**src/rtl/mem_pkg.sv**
```systemverilog
// Shared state encoding, access-length codes and I/O region helpers for mem_ctrl.
package mem_pkg;
   typedef enum logic [1:0] {IDLE, IREAD, DREAD, DWRITE} state_t;

   localparam logic [1:0]  LEN_B   = 2'd0;
   localparam logic [1:0]  LEN_H   = 2'd1;
   localparam logic [1:0]  LEN_W   = 2'd2;
   localparam logic [31:0] IO_BASE = 32'h30000;

   // Index of the final byte lane; length code 3 behaves as a word.
   function automatic logic [1:0] last_idx(input logic [1:0] len);
      case (len)
         LEN_B:   return 2'd0;
         LEN_H:   return 2'd1;
         default: return 2'd3;
      endcase
   endfunction

   function automatic logic is_io(input logic [1:0] sel);
      return sel == IO_BASE[17:16];
   endfunction
endpackage

```
**src/rtl/load_ext.sv**
```systemverilog
// Sign/zero extension of an assembled little-endian load value to 32 bits.
module load_ext
   import mem_pkg::*;
(
   input  logic [31:0] raw_i,
   input  logic [1:0]  len_i,
   input  logic        sgn_i,
   output logic [31:0] ext_o
);
   always_comb begin
      ext_o = raw_i;
      case (len_i)
         LEN_B:   ext_o = {{24{sgn_i & raw_i[7]}}, raw_i[7:0]};
         LEN_H:   ext_o = {{16{sgn_i & raw_i[15]}}, raw_i[15:0]};
         default: ext_o = raw_i;
      endcase
   end
endmodule

```
**src/rtl/mem_ctrl.sv**
```systemverilog
// Byte-serial memory controller arbitrating I-fetch and D-access onto a byte bus.
// Optional MEM_CTRL_IO_STALL_EN: hold I/O-region store bytes while io_buffer_full is set.
module mem_ctrl
   import mem_pkg::*;
#(
   parameter int ADDR_W = 32
) (
   input  logic              clk_in,
   input  logic              rst_in,
   input  logic              rdy_in,
   input  logic              i_req,
   input  logic [ADDR_W-1:0] i_addr,
   input  logic              i_abort,
   output logic              i_ready,
   output logic [31:0]       i_data,
   input  logic              d_req,
   input  logic              d_wr,
   input  logic [1:0]        d_len,
   input  logic              d_signed,
   input  logic [ADDR_W-1:0] d_addr,
   input  logic [31:0]       d_wdata,
   output logic              d_ready,
   output logic [31:0]       d_rdata,
   input  logic [7:0]        mem_din,
   output logic [7:0]        mem_dout,
   output logic [ADDR_W-1:0] mem_a,
   output logic              mem_wr,
   input  logic              io_buffer_full
);
   state_t            state_q, state_d;
   logic [1:0]        cnt_q, cnt_d, cap_lane_q, cap_lane_d, len_q, len_d;
   logic              done_q, done_d, cap_vld_q, cap_vld_d, sgn_q, sgn_d;
   logic              i_ready_q, i_ready_d, d_ready_q, d_ready_d;
   logic [ADDR_W-1:0] addr_q, addr_d, cur_addr, cap_addr;
   logic [31:0]       wdata_q, wdata_d, lanes_q, lanes_d, lanes_cap;
   logic [31:0]       i_data_q, i_data_d, d_rdata_q, d_rdata_d, ext_word;
   logic              io_hit, io_stall;

   assign cur_addr = addr_q + ADDR_W'(cnt_q);
   assign cap_addr = addr_q + ADDR_W'(cap_lane_q);
   assign io_hit   = is_io(cur_addr[17:16]);

`ifdef MEM_CTRL_IO_STALL_EN
   assign io_stall = (state_q == DWRITE) && io_hit && io_buffer_full;
`else
   logic unused_io;
   assign unused_io = io_hit & io_buffer_full;
   assign io_stall  = 1'b0;
`endif

   // The byte returned for the previously issued address lands in its lane.
   for (genvar gi = 0; gi < 4; gi++) begin : g_lane
      assign lanes_cap[8*gi +: 8] = (cap_vld_q && cap_lane_q == 2'(gi)) ? mem_din
                                                                          : lanes_q[8*gi +: 8];
   end

   load_ext u_load_ext (
      .raw_i (lanes_cap),
      .len_i (len_q),
      .sgn_i (sgn_q),
      .ext_o (ext_word)
   );

   always_comb begin
      state_d    = state_q;
      cnt_d      = cnt_q;
      done_d     = done_q;
      cap_vld_d  = 1'b0;
      cap_lane_d = cap_lane_q;
      addr_d     = addr_q;
      len_d      = len_q;
      sgn_d      = sgn_q;
      wdata_d    = wdata_q;
      lanes_d    = lanes_cap;
      i_data_d   = i_data_q;
      d_rdata_d  = d_rdata_q;
      i_ready_d  = 1'b0;
      d_ready_d  = 1'b0;
      case (state_q)
         IDLE: begin
            cnt_d  = 2'd0;
            done_d = 1'b0;
            if (d_req) begin
               state_d = d_wr ? DWRITE : DREAD;
               addr_d  = d_addr;
               len_d   = d_len;
               sgn_d   = d_signed;
               wdata_d = d_wdata;
               lanes_d = '0;
            end else if (i_req && !i_abort) begin
               state_d = IREAD;
               addr_d  = i_addr;
               len_d   = LEN_W;
               sgn_d   = 1'b0;
               lanes_d = '0;
            end
         end
         IREAD, DREAD: begin
            if (!done_q) begin
               cap_vld_d  = 1'b1;
               cap_lane_d = cnt_q;
               if (cnt_q == last_idx(len_q)) done_d = 1'b1;
               else                          cnt_d  = cnt_q + 2'd1;
            end else begin
               // All addresses issued; this cycle captures the final byte.
               state_d = IDLE;
               if (state_q == IREAD) begin
                  i_data_d  = lanes_cap;
                  i_ready_d = 1'b1;
               end else begin
                  d_rdata_d = ext_word;
                  d_ready_d = 1'b1;
               end
            end
            if (state_q == IREAD && i_abort) begin
               state_d   = IDLE;
               cap_vld_d = 1'b0;
               i_ready_d = 1'b0;
               i_data_d  = i_data_q;
            end
         end
         DWRITE: begin
            if (!io_stall) begin
               if (cnt_q == last_idx(len_q)) begin
                  state_d   = IDLE;
                  d_ready_d = 1'b1;
               end else begin
                  cnt_d = cnt_q + 2'd1;
               end
            end
         end
         default: state_d = IDLE;
      endcase
   end

   always_ff @(posedge clk_in or posedge rst_in) begin
      if (rst_in) begin
         state_q    <= IDLE;
         cnt_q      <= '0;
         done_q     <= 1'b0;
         cap_vld_q  <= 1'b0;
         cap_lane_q <= '0;
         addr_q     <= '0;
         len_q      <= '0;
         sgn_q      <= 1'b0;
         wdata_q    <= '0;
         lanes_q    <= '0;
         i_data_q   <= '0;
         d_rdata_q  <= '0;
         i_ready_q  <= 1'b0;
         d_ready_q  <= 1'b0;
      end else if (rdy_in) begin
         state_q    <= state_d;
         cnt_q      <= cnt_d;
         done_q     <= done_d;
         cap_vld_q  <= cap_vld_d;
         cap_lane_q <= cap_lane_d;
         addr_q     <= addr_d;
         len_q      <= len_d;
         sgn_q      <= sgn_d;
         wdata_q    <= wdata_d;
         lanes_q    <= lanes_d;
         i_data_q   <= i_data_d;
         d_rdata_q  <= d_rdata_d;
         i_ready_q  <= i_ready_d;
         d_ready_q  <= d_ready_d;
      end
   end

   // While paused with a byte outstanding, keep presenting its address so the
   // memory returns it again in the first cycle after the pause.
   always_comb begin
      mem_a    = '0;
      mem_dout = '0;
      mem_wr   = 1'b0;
      case (state_q)
         IREAD, DREAD: begin
            if (!rdy_in && cap_vld_q) mem_a = cap_addr;
            else if (!done_q)         mem_a = cur_addr;
         end
         DWRITE: begin
            mem_a    = cur_addr;
            mem_dout = wdata_q[{cnt_q, 3'b000} +: 8];
            mem_wr   = rdy_in && !io_stall;
         end
         default: ;
      endcase
   end

   assign i_ready = i_ready_q & ~i_abort;
   assign i_data  = i_data_q;
   assign d_ready = d_ready_q;
   assign d_rdata = d_rdata_q;
endmodule

```
**config.mk**
```make
export PLATFORM = sky130hd
export DESIGN_NAME = mem_ctrl
export DESIGN_NICKNAME = d
export VERILOG_FILES = /design/src/rtl/mem_pkg.sv /design/src/rtl/load_ext.sv /design/src/rtl/mem_ctrl.sv
export SDC_FILE = /design/constraint.sdc
export NUM_CORES = 1
export LEC_CHECK = 0
export BUFFER_PORTS_ARGS = -buffer_cell sky130_fd_sc_hd__buf_2
export CAP_MARGIN = 20
export CORE_ASPECT_RATIO = 0.5
export CORE_MARGIN = 1
export CORE_UTILIZATION = 35
export DETAILED_ROUTE_END_ITERATION = 10
export PLACE_DENSITY_LB_ADDON = 0.05
export REMOVE_ABC_BUFFERS = 1
export SLEW_MARGIN = 20
export SYNTH_ARGS = -nofsm -noshare
export SYNTH_HDL_FRONTEND = slang
export SYNTH_SLANG_ARGS = --single-unit
export TNS_END_PERCENT = 100
```
**constraint.sdc**
```tcl
create_clock -name clk_in -period 7.9 [get_ports clk_in]
set_input_delay 1.185 -clock clk_in [delete_from_list [all_inputs] [get_ports clk_in]]
set_output_delay 1.185 -clock clk_in [all_outputs]
set_load 0.1 [all_outputs]
```
==> impl_results.html, run 1 <==
<table>
<tr><th>Metric</th><th>Value</th></tr>
<tr><th colspan="2">Synth</th></tr>
<tr><td>Cell accounting for the most synthesized area</td><td>sky130_fd_sc_hd__dfrtp_1</td></tr>
<tr><td>Synth area leaders</td><td>sky130_fd_sc_hd__dfrtp_1, sky130_fd_sc_hd__mux2i_1, sky130_fd_sc_hd__o21ai_0</td></tr>
<tr><td>Post-synthesis average cell area</td><td>9.79 µm²</td></tr>
<tr><td>Synthesis warning total</td><td>0</td></tr>
<tr><td>Sequential-to-total area share from yosys stat</td><td>47.2%</td></tr>
<tr><td>FFs w/ async S/R, synth</td><td>100%</td></tr>
<tr><td>Gate count after technology mapping</td><td>937</td></tr>
<tr><td>Number of register bits inferred by synthesis</td><td>173</td></tr>
<tr><td>Post-synthesis instance area</td><td>9170 µm²</td></tr>
<tr><td>Yosys cell types</td><td>67</td></tr>
<tr><td>Top FF cell, synth</td><td>sky130_fd_sc_hd__dfrtp_1</td></tr>
<tr><td>Number of flops mapped to enable cells by yosys</td><td>0</td></tr>
<tr><td>Proportion of netlist area held by the largest area contributor</td><td>47.2%</td></tr>
<tr><th colspan="2">Place</th></tr>
<tr><td>Number of cells in the design after placement</td><td>1,447</td></tr>
<tr><td>Gpl congestion</td><td>0.825</td></tr>
<tr><td>Half-perimeter wire length of the detailed placement result</td><td>18.0 mm</td></tr>
<tr><td>IO buf count</td><td>220</td></tr>
<tr><th colspan="2">Floorplanning</th></tr>
<tr><td>Total core area</td><td>25,400 µm²</td></tr>
<tr><td>Site Rows</td><td>41</td></tr>
<tr><td>I/O pin count</td><td>222</td></tr>
<tr><td>Die width</td><td>231 µm</td></tr>
<tr><td>Overall die height</td><td>116 µm</td></tr>
<tr><td>Effective utilization at floorplan</td><td>36.0%</td></tr>
<tr><td>Die outline area</td><td>26,900 µm²</td></tr>
<tr><th colspan="2">Global routing</th></tr>
<tr><td>Most used routing layer</td><td>met2</td></tr>
<tr><td>Met1 global-route usage</td><td>28.0%</td></tr>
<tr><td>Met3 track demand over resource</td><td>4.00%</td></tr>
<tr><td>Total global routing overflow</td><td>0</td></tr>
<tr><td>Number of global-route vias before repair</td><td>7,276</td></tr>
<tr><td>Number of antenna violations at the first check in global routing</td><td>1</td></tr>
<tr><td>Met2 demand-to-capacity share in global routing</td><td>31.4%</td></tr>
<tr><td>Overall fraction of global-route tracks in use</td><td>20.0%</td></tr>
<tr><td>Pin count of the biggest net entering global routing</td><td>94</td></tr>
<tr><td>First-pass GRT wire length</td><td>41.2 mm</td></tr>
<tr><th colspan="2">Clock tree</th></tr>
<tr><td>Latest clock arrival within the worst-skew pair</td><td>0.44 ns</td></tr>
<tr><td>Maximum buffer depth of the clock tree</td><td>2</td></tr>
<tr><td>CTS tree</td><td>yes</td></tr>
<tr><td>Clock Pin Slew Worst Setup and Hold Paths</td><td>0.07 ns</td></tr>
<tr><td>Count of buffers added by post-CTS timing repair for setup</td><td>0</td></tr>
<tr><td>Resized cells post-CTS</td><td>0</td></tr>
<tr><td>Number of H-tree levels</td><td>4</td></tr>
<tr><td>Cts bufs inserted</td><td>17</td></tr>
<tr><td>Cts hold-fix bufs</td><td>0</td></tr>
<tr><td>TritonCTS Sinks</td><td>173</td></tr>
<tr><td>Cell chosen for the clock root</td><td>sky130_fd_sc_hd__clkbuf_16</td></tr>
<tr><th colspan="2">Routing</th></tr>
<tr><td>Total number of vias</td><td>7,616</td></tr>
<tr><td>Number of vias per cell</td><td>5.16</td></tr>
<tr><td>Post-Route WL</td><td>26.1 mm</td></tr>
<tr><td>Residual DRC</td><td>0</td></tr>
<tr><td>Drt first-iter violations</td><td>585</td></tr>
<tr><td>Drt wl/cell</td><td>17.7 µm</td></tr>
<tr><td>Number of antenna-violating nets in the routed design</td><td>0</td></tr>
<tr><td>Drt pass-1 iters</td><td>5</td></tr>
<tr><th colspan="2">Timing</th></tr>
<tr><td>Slew of the pin with the lowest slew margin</td><td>1.01 ns</td></tr>
<tr><td>Number of failing setup endpoints in the final timing report</td><td>0</td></tr>
<tr><td>Fmax</td><td>190 MHz</td></tr>
<tr><td>Share of the clock period used by the worst path after layout</td><td>66.7%</td></tr>
<tr><td>Period minus WS final</td><td>5.27 ns</td></tr>
<tr><td>Slew Limit Headroom</td><td>32.7%</td></tr>
<tr><td>Worst Skew</td><td>0.00945 ns</td></tr>
<tr><td>Min Hold Slack</td><td>0.473 ns</td></tr>
<tr><td>Final Hold Viols</td><td>0</td></tr>
<tr><td>Sum of negative setup slack</td><td>0 ns</td></tr>
<tr><td>Number of slew-limit violations in the final report</td><td>0</td></tr>
<tr><td>RSZ-0062 raised after global routing</td><td>false</td></tr>
<tr><th colspan="2">Pwr</th></tr>
<tr><td>Leakage power</td><td>5.24 nW</td></tr>
<tr><td>P_sw</td><td>2.98 mW</td></tr>
<tr><td>Share of total power in combinational logic</td><td>54.9%</td></tr>
<tr><td>Power per standard cell area</td><td>490 nW/µm²</td></tr>
<tr><td>Proportion of power drawn by flip-flops and latches</td><td>29.2%</td></tr>
<tr><td>Clk network pwr share</td><td>15.9%</td></tr>
<tr><td>Net Sw Frac</td><td>55.2%</td></tr>
<tr><td>Cell-internal power</td><td>2.42 mW</td></tr>
<tr><td>Worst voltage drop across the vdd grid</td><td>0.376 mV</td></tr>
<tr><th colspan="2">Setup path</th></tr>
<tr><td>CP startpoint kind</td><td>input port</td></tr>
<tr><td>Worst reg2reg endpoint</td><td>d_rdata[20]$_DFFE_PP0P_</td></tr>
<tr><td>CP endpoint kind</td><td>output pin</td></tr>
<tr><td>Highest fanout seen on the critical path</td><td>40</td></tr>
<tr><td>Capture point of the critical path</td><td>mem_a[16]</td></tr>
<tr><td>Source of the critical timing path</td><td>rdy_in</td></tr>
<tr><td>Data arrival time of the critical path</td><td>4.08 ns</td></tr>
<tr><td>Worst reg2reg startpoint</td><td>cap_lane_q[1]$_DFFE_PP0P_</td></tr>
<tr><td>Cell count of the worst reg-to-reg path</td><td>5</td></tr>
<tr><td>Worst reg2reg setup slack</td><td>4.94 ns</td></tr>
<tr><td>Critical Setup Path Class</td><td>input port to output pin</td></tr>
<tr><td>Data required, critical path</td><td>6.71 ns</td></tr>
<tr><th colspan="2">Run</th></tr>
<tr><td>Maximum Capacitance Violations</td><td>0</td></tr>
<tr><th colspan="2">Finish</th></tr>
<tr><td>Fin nets</td><td>1,247</td></tr>
<tr><td>Non-filler cells in the finished layout</td><td>1,476</td></tr>
<tr><td>Area growth from synthesis to layout</td><td>20.3%</td></tr>
<tr><td>Top library cells by usage in the layout, fill and taps aside</td><td>sky130_fd_sc_hd__buf_2, sky130_fd_sc_hd__dfrtp_1, sky130_fd_sc_hd__o21ai_0, sky130_fd_sc_hd__nand2_1, sky130_fd_sc_hd__nor2_1</td></tr>
<tr><td>Final core utilization</td><td>43.4%</td></tr>
<tr><td>Most common cell after layout, fill and taps aside</td><td>sky130_fd_sc_hd__buf_2</td></tr>
<tr><td>Ratio of cells with drive above 1 in the final layout</td><td>28.0%</td></tr>
<tr><th colspan="2">Worst hold path</th></tr>
<tr><td>Worst min-delay path class</td><td>flip-flop to flip-flop</td></tr>
<tr><th colspan="2">Outcome</th></tr>
<tr><td>Run status</td><td>finished clean</td></tr>
</table>
[stage by stage]
stage | worst slack [ns] | power (mW) | area [µm²]
floorplan | 1.62 | 3.91 | 8830
global placement | 2.72 | 4.54 | 10400
detailed placement | 2.70 | 4.57 | 10400
CTS | 2.69 | 5.44 | 11000
global route | 2.39 | 5.70 | 11000
finish | 2.63 | 5.40 | 11000
[cell usage after synthesis (all sizes together) (2+ instances only)]
cell and count:
dfrtp 173, o21ai 100, nand2 89, nor2 85
mux2i 66, a21oi 55, inv 36, clkbuf 35
mux2 35, o22ai 33, buf 27, nand2b 24
nand3 18, and2 14, nand4 13, and3 12
nor3 11, o22a 11, a22oi 10, a22o 9
ha 8, mux4 8, a211oi 7, a31oi 6
nor2b 6, nand3b 5, nor4 5, o31ai 4
and4 3, or3 3, or3b 3, a21o 2
a311oi 2, and2b 2, fa 2, nor3b 2
o211ai 2, xnor2 2
[flip-flops by register name, summed over array words and instances (netlist names), 2 cells and up]
register,count
wdata_q,32
state_q,2
cap_lane_q,2
lanes_q,32
i_data,32
d_rdata,32
cnt_q,2
len_q,2
addr_q,32
[logic make-up (layout without fill, tap and decap cells)]
| group | Yosys count | in the layout | share of synthesized area (%) |
|---|---|---|---|
| other | 0 | 1 | 0 |
| and+or+nand+nor | 296 | 296 | 16.3 |
| buffers and inverters | 99 | 293 | 5.16 |
| muxes | 109 | 109 | 13.5 |
| xor gates and xnor gates | 2 | 2 | 0.191 |
| AOI/OAI and AO/OA | 248 | 248 | 16.2 |
| DFF | 173 | 173 | 47.2 |
| adders and majority gates | 10 | 10 | 1.53 |
[critical path: stages]
cell	delay [ns]
sky130_fd_sc_hd__buf_2	0.10
sky130_fd_sc_hd__buf_4	0.26
sky130_fd_sc_hd__nand3b_1	0.66
sky130_fd_sc_hd__nor4_1	0.67
sky130_fd_sc_hd__a21oi_1	0.16
sky130_fd_sc_hd__nor2_1	0.17
sky130_fd_sc_hd__nor2_1	0.05
sky130_fd_sc_hd__a311oi_1	0.30
sky130_fd_sc_hd__buf_2	0.50
[area by class of cell]
class                   instances  area (µm²)
clock buffers                  19         443
multi-input cells             665        4380
clock inverters                 9         138
inverters                      36         140
fillers                      2525       14400
repair buffers                229        1170
diodes                          1        2.50
flip-flops and latches        173        4330
well taps                     344         430
[worst min path at each step]
| stage | to | start | depth (start not counted) |
|---|---|---|---|
| floorplan | sgn_q$_DFFE_PP0P_ | sgn_q$_DFFE_PP0P_ | 2 |
| global placement | i_data[16]$_DFFE_PP0P_ | i_data[16]$_DFFE_PP0P_ | 2 |
| detailed placement | i_data[28]$_DFFE_PP0P_ | i_data[28]$_DFFE_PP0P_ | 2 |
| CTS | i_data[28]$_DFFE_PP0P_ | i_data[28]$_DFFE_PP0P_ | 2 |
| global route | i_data[22]$_DFFE_PP0P_ | i_data[22]$_DFFE_PP0P_ | 2 |
| finish | i_data[28]$_DFFE_PP0P_ | i_data[28]$_DFFE_PP0P_ | 2 |
[power groups by stage]
| stage | registers (mW) | logic, mW | clock network (mW) |
|---|---|---|---|
| 5_1_grt | 1.63 | 3.15 | 0.920 |
| 3_5_place_dp | 1.59 | 2.97 | 0 |
| 6_report | 1.58 | 2.97 | 0.858 |
| 2_1_floorplan | 2.31 | 1.59 | 0 |
| 3_3_place_gp | 1.58 | 2.96 | 0 |
| 4_1_cts | 1.58 | 2.98 | 0.885 |
[layer usage]
metal	vias to the layer above	wire (µm)
li1	3707	-
met1	3705	12800
met2	180	12000
met3	24	1010
met4	0	320
met5	-	0
(Power assumes the default switching activity.)
==> run 2: changes to the inputs <==
Clock period 7.9 ns to 4.6 ns, I/O delays scaled along.
==> run 2 against run 1 <==
Against the previous run: first-iteration DRC count decreased by 8.7%; utilization increased by 0.29 points; via count increased by 0.29%; combinational power increased by 74%; die area unchanged; design area increased by 0.67%; register-to-register slack got worse by 3.0 ns; sequential cell count unchanged; critical path type is now flip-flop to output pin; critical endpoint is now mem_a[31].
==> impl_results.html, run 2 (synthesized netlist as in run 1, its figures left out) <==
<table>
<tr><th>Metric</th><th>Value</th></tr>
<tr><th colspan="2">Clock tree</th></tr>
<tr><td>Cell chosen for the clock root</td><td>sky130_fd_sc_hd__clkbuf_16</td></tr>
<tr><td>TritonCTS Sinks</td><td>173 (unchanged)</td></tr>
<tr><td>Count of buffers added by post-CTS timing repair for setup</td><td>0 (unchanged)</td></tr>
<tr><td>Clock Pin Slew Worst Setup and Hold Paths</td><td>0.07 ns (about the same)</td></tr>
<tr><td>CTS tree</td><td>yes</td></tr>
<tr><td>Latest clock arrival within the worst-skew pair</td><td>0.44 ns (about the same)</td></tr>
<tr><td>Number of H-tree levels</td><td>4 (unchanged)</td></tr>
<tr><td>Cts bufs inserted</td><td>17 (unchanged)</td></tr>
<tr><td>Maximum buffer depth of the clock tree</td><td>2 (unchanged)</td></tr>
<tr><td>Resized cells post-CTS</td><td>0 (unchanged)</td></tr>
<tr><td>Cts hold-fix bufs</td><td>0 (unchanged)</td></tr>
<tr><th colspan="2">Floorplanning</th></tr>
<tr><td>Die width</td><td>231 µm (unchanged)</td></tr>
<tr><td>I/O pin count</td><td>222 (unchanged)</td></tr>
<tr><td>Effective utilization at floorplan</td><td>36.0% (unchanged)</td></tr>
<tr><td>Total core area</td><td>25,400 µm² (unchanged)</td></tr>
<tr><td>Die outline area</td><td>26,900 µm² (unchanged)</td></tr>
<tr><td>Site Rows</td><td>41 (unchanged)</td></tr>
<tr><td>Overall die height</td><td>116 µm (unchanged)</td></tr>
<tr><th colspan="2">Routing</th></tr>
<tr><td>Drt wl/cell</td><td>17.7 µm (about the same)</td></tr>
<tr><td>Post-Route WL</td><td>26.3 mm (+0.71%)</td></tr>
<tr><td>Drt first-iter violations</td><td>534 (-8.7%)</td></tr>
<tr><td>Number of vias per cell</td><td>5.14 (-0.45%)</td></tr>
<tr><td>Total number of vias</td><td>7,638 (+0.29%)</td></tr>
<tr><td>Residual DRC</td><td>0 (unchanged)</td></tr>
<tr><td>Drt pass-1 iters</td><td>5 (unchanged)</td></tr>
<tr><td>Number of antenna-violating nets in the routed design</td><td>0 (unchanged)</td></tr>
<tr><th colspan="2">Place</th></tr>
<tr><td>Number of cells in the design after placement</td><td>1,455 (+0.55%)</td></tr>
<tr><td>Gpl congestion</td><td>0.804 (-2.6%)</td></tr>
<tr><td>Half-perimeter wire length of the detailed placement result</td><td>18.4 mm (+2.2%)</td></tr>
<tr><td>Cell area reported after detailed placement</td><td>10,500 µm² (+0.69%)</td></tr>
<tr><td>IO buf count</td><td>220 (unchanged)</td></tr>
<tr><th colspan="2">Setup path</th></tr>
<tr><td>Data arrival time of the critical path</td><td>3.53 ns (-0.55 ns)</td></tr>
<tr><td>Capture point of the critical path</td><td>mem_a[31]</td></tr>
<tr><td>Source of the critical timing path</td><td>state_q[1]$_DFFE_PP0P_</td></tr>
<tr><td>Data required, critical path</td><td>3.91 ns (-2.80 ns)</td></tr>
<tr><td>CP endpoint kind</td><td>output pin</td></tr>
<tr><td>Highest fanout seen on the critical path</td><td>16 (-60%)</td></tr>
<tr><td>Worst reg2reg setup slack</td><td>1.97 ns (-2.97 ns)</td></tr>
<tr><td>Cell count of the worst reg-to-reg path</td><td>8 (+3)</td></tr>
<tr><td>Worst reg2reg endpoint</td><td>d_rdata[31]$_DFFE_PP0P_</td></tr>
<tr><td>Critical Setup Path Class</td><td>flip-flop to output pin</td></tr>
<tr><td>Worst reg2reg startpoint</td><td>state_q[1]$_DFFE_PP0P_</td></tr>
<tr><td>CP startpoint kind</td><td>flip-flop</td></tr>
<tr><th colspan="2">Finish</th></tr>
<tr><td>Non-filler cells in the finished layout</td><td>1,487 (+0.75%)</td></tr>
<tr><td>Most common cell after layout, fill and taps aside</td><td>sky130_fd_sc_hd__buf_2</td></tr>
<tr><td>Ratio of cells with drive above 1 in the final layout</td><td>28.7% (+0.67 points)</td></tr>
<tr><td>Final cell area excluding filler cells</td><td>11,100 µm² (+0.67%)</td></tr>
<tr><td>Antenna diodes</td><td>0 (-1)</td></tr>
<tr><td>Top library cells by usage in the layout, fill and taps aside</td><td>sky130_fd_sc_hd__buf_2, sky130_fd_sc_hd__dfrtp_1, sky130_fd_sc_hd__o21ai_0, sky130_fd_sc_hd__nand2_1, sky130_fd_sc_hd__nor2_1</td></tr>
<tr><td>Fin nets</td><td>1,255 (+0.64%)</td></tr>
<tr><td>Final core utilization</td><td>43.7% (+0.29 points)</td></tr>
<tr><td>Area growth from synthesis to layout</td><td>21.1%</td></tr>
<tr><th colspan="2">Global routing</th></tr>
<tr><td>Total global routing overflow</td><td>0 (unchanged)</td></tr>
<tr><td>Number of global-route vias before repair</td><td>7,307 (+0.43%)</td></tr>
<tr><td>Pin count of the biggest net entering global routing</td><td>92 (-2.1%)</td></tr>
<tr><td>First-pass GRT wire length</td><td>41.8 mm (+1.5%)</td></tr>
<tr><td>Number of antenna violations at the first check in global routing</td><td>1 (unchanged)</td></tr>
<tr><td>Overall fraction of global-route tracks in use</td><td>20.2% (+0.25 points)</td></tr>
<tr><th colspan="2">Timing</th></tr>
<tr><td>Share of the clock period used by the worst path after layout</td><td>91.8%</td></tr>
<tr><td>Number of slew-limit violations in the final report</td><td>0 (unchanged)</td></tr>
<tr><td>Number of failing setup endpoints in the final timing report</td><td>0 (unchanged)</td></tr>
<tr><td>Slew of the pin with the lowest slew margin</td><td>0.792 ns (-0.216 ns)</td></tr>
<tr><td>Period minus WS final</td><td>4.22 ns</td></tr>
<tr><td>Fmax</td><td>237 MHz</td></tr>
<tr><td>Worst Skew</td><td>0.0136 ns (+0.00411 ns)</td></tr>
<tr><td>Slew Limit Headroom</td><td>47.0% (+14 points)</td></tr>
<tr><td>RSZ-0062 raised after global routing</td><td>false</td></tr>
<tr><td>Final Hold Viols</td><td>0 (unchanged)</td></tr>
<tr><td>Sum of negative setup slack</td><td>0 ns (unchanged)</td></tr>
<tr><th colspan="2">Pwr</th></tr>
<tr><td>Overall power after layout</td><td>9.31 mW (+72%)</td></tr>
<tr><td>Power per standard cell area</td><td>838 nW/µm² (+71%)</td></tr>
<tr><td>Worst voltage drop across the vdd grid</td><td>0.498 mV (+32%)</td></tr>
<tr><td>Leakage power</td><td>5.28 nW (+0.94%)</td></tr>
<tr><th colspan="2">Run</th></tr>
<tr><td>Maximum Capacitance Violations</td><td>0 (unchanged)</td></tr>
<tr><th colspan="2">Outcome</th></tr>
<tr><td>Run status</td><td>finished clean</td></tr>
<tr><th colspan="2">Worst hold path</th></tr>
<tr><td>Worst min-delay path class</td><td>input port to async pin</td></tr>
</table>
run 2: cell count changes in the layout (fill, tap and decap cells not counted):
cell / previous run / this run
sky130_fd_sc_hd__buf_4: 8 / 16
sky130_fd_sc_hd__clkbuf_8: 1 / 4
sky130_fd_sc_hd__bufinv_16: 3 / 1
sky130_fd_sc_hd__inv_8: 0 / 2
sky130_fd_sc_hd__buf_12: 0 / 1
sky130_fd_sc_hd__buf_6: 1 / 0
sky130_fd_sc_hd__clkbuf_1: 1 / 2
sky130_fd_sc_hd__diode_2: 1 / 0
run 2: final cells by class:
cell class	count	area, µm²
fill	2540	14300
multi-input combinational	665	4380
sequential	173	4330
timing repair buffer	237	1240
clock buffer	23	488
tap	344	430
inverter	36	140
clock inverter	9	100
run 2: critical path, cell delays in order (launching register included):
cell,delay [ns]
sky130_fd_sc_hd__dfrtp_1,0.40
sky130_fd_sc_hd__inv_1,0.08
sky130_fd_sc_hd__ha_1,0.45
sky130_fd_sc_hd__nand2b_1,0.18
sky130_fd_sc_hd__o21ai_2,0.66
sky130_fd_sc_hd__a22oi_1,0.30
sky130_fd_sc_hd__or3_1,0.40
sky130_fd_sc_hd__a31oi_1,0.17
sky130_fd_sc_hd__buf_2,0.46
run 2: how the worst min path moves through the flow:
stage                     slack (ns)                     to
after floorplan                 0.46      sgn_q$_DFFE_PP0P_
after CTS                       0.41  i_data[4]$_DFFE_PP0P_
after global placement          0.46  i_data[7]$_DFFE_PP0P_
final                           0.38  i_data[4]$_DFFE_PP0P_
after global routing            0.44  i_data[4]$_DFFE_PP0P_
after detailed placement        0.47  i_data[7]$_DFFE_PP0P_
run 2: stage by stage:
stage	hold slack, ns	worst slack, ns
final	0.384	0.376
after global routing	0.443	0.104
after CTS	0.412	0.336
after detailed placement	0.465	0.813
after global placement	0.458	0.892
after floorplan	0.463	-0.826
run 2: power breakdown:
group,switching (mW),internal (mW),total (mW)
registers,0.573,2.10,2.67
logic,3.94,1.24,5.18
clock network,0.651,0.816,1.47
total,5.16,4.15,9.31
run 2: metal layers:
layer	global-route usage, %	share of wire (%)
met1	28.6	50
met2	32.3	46
met3	3.61	3.2
met4	4.90	0.78
met5	0	0
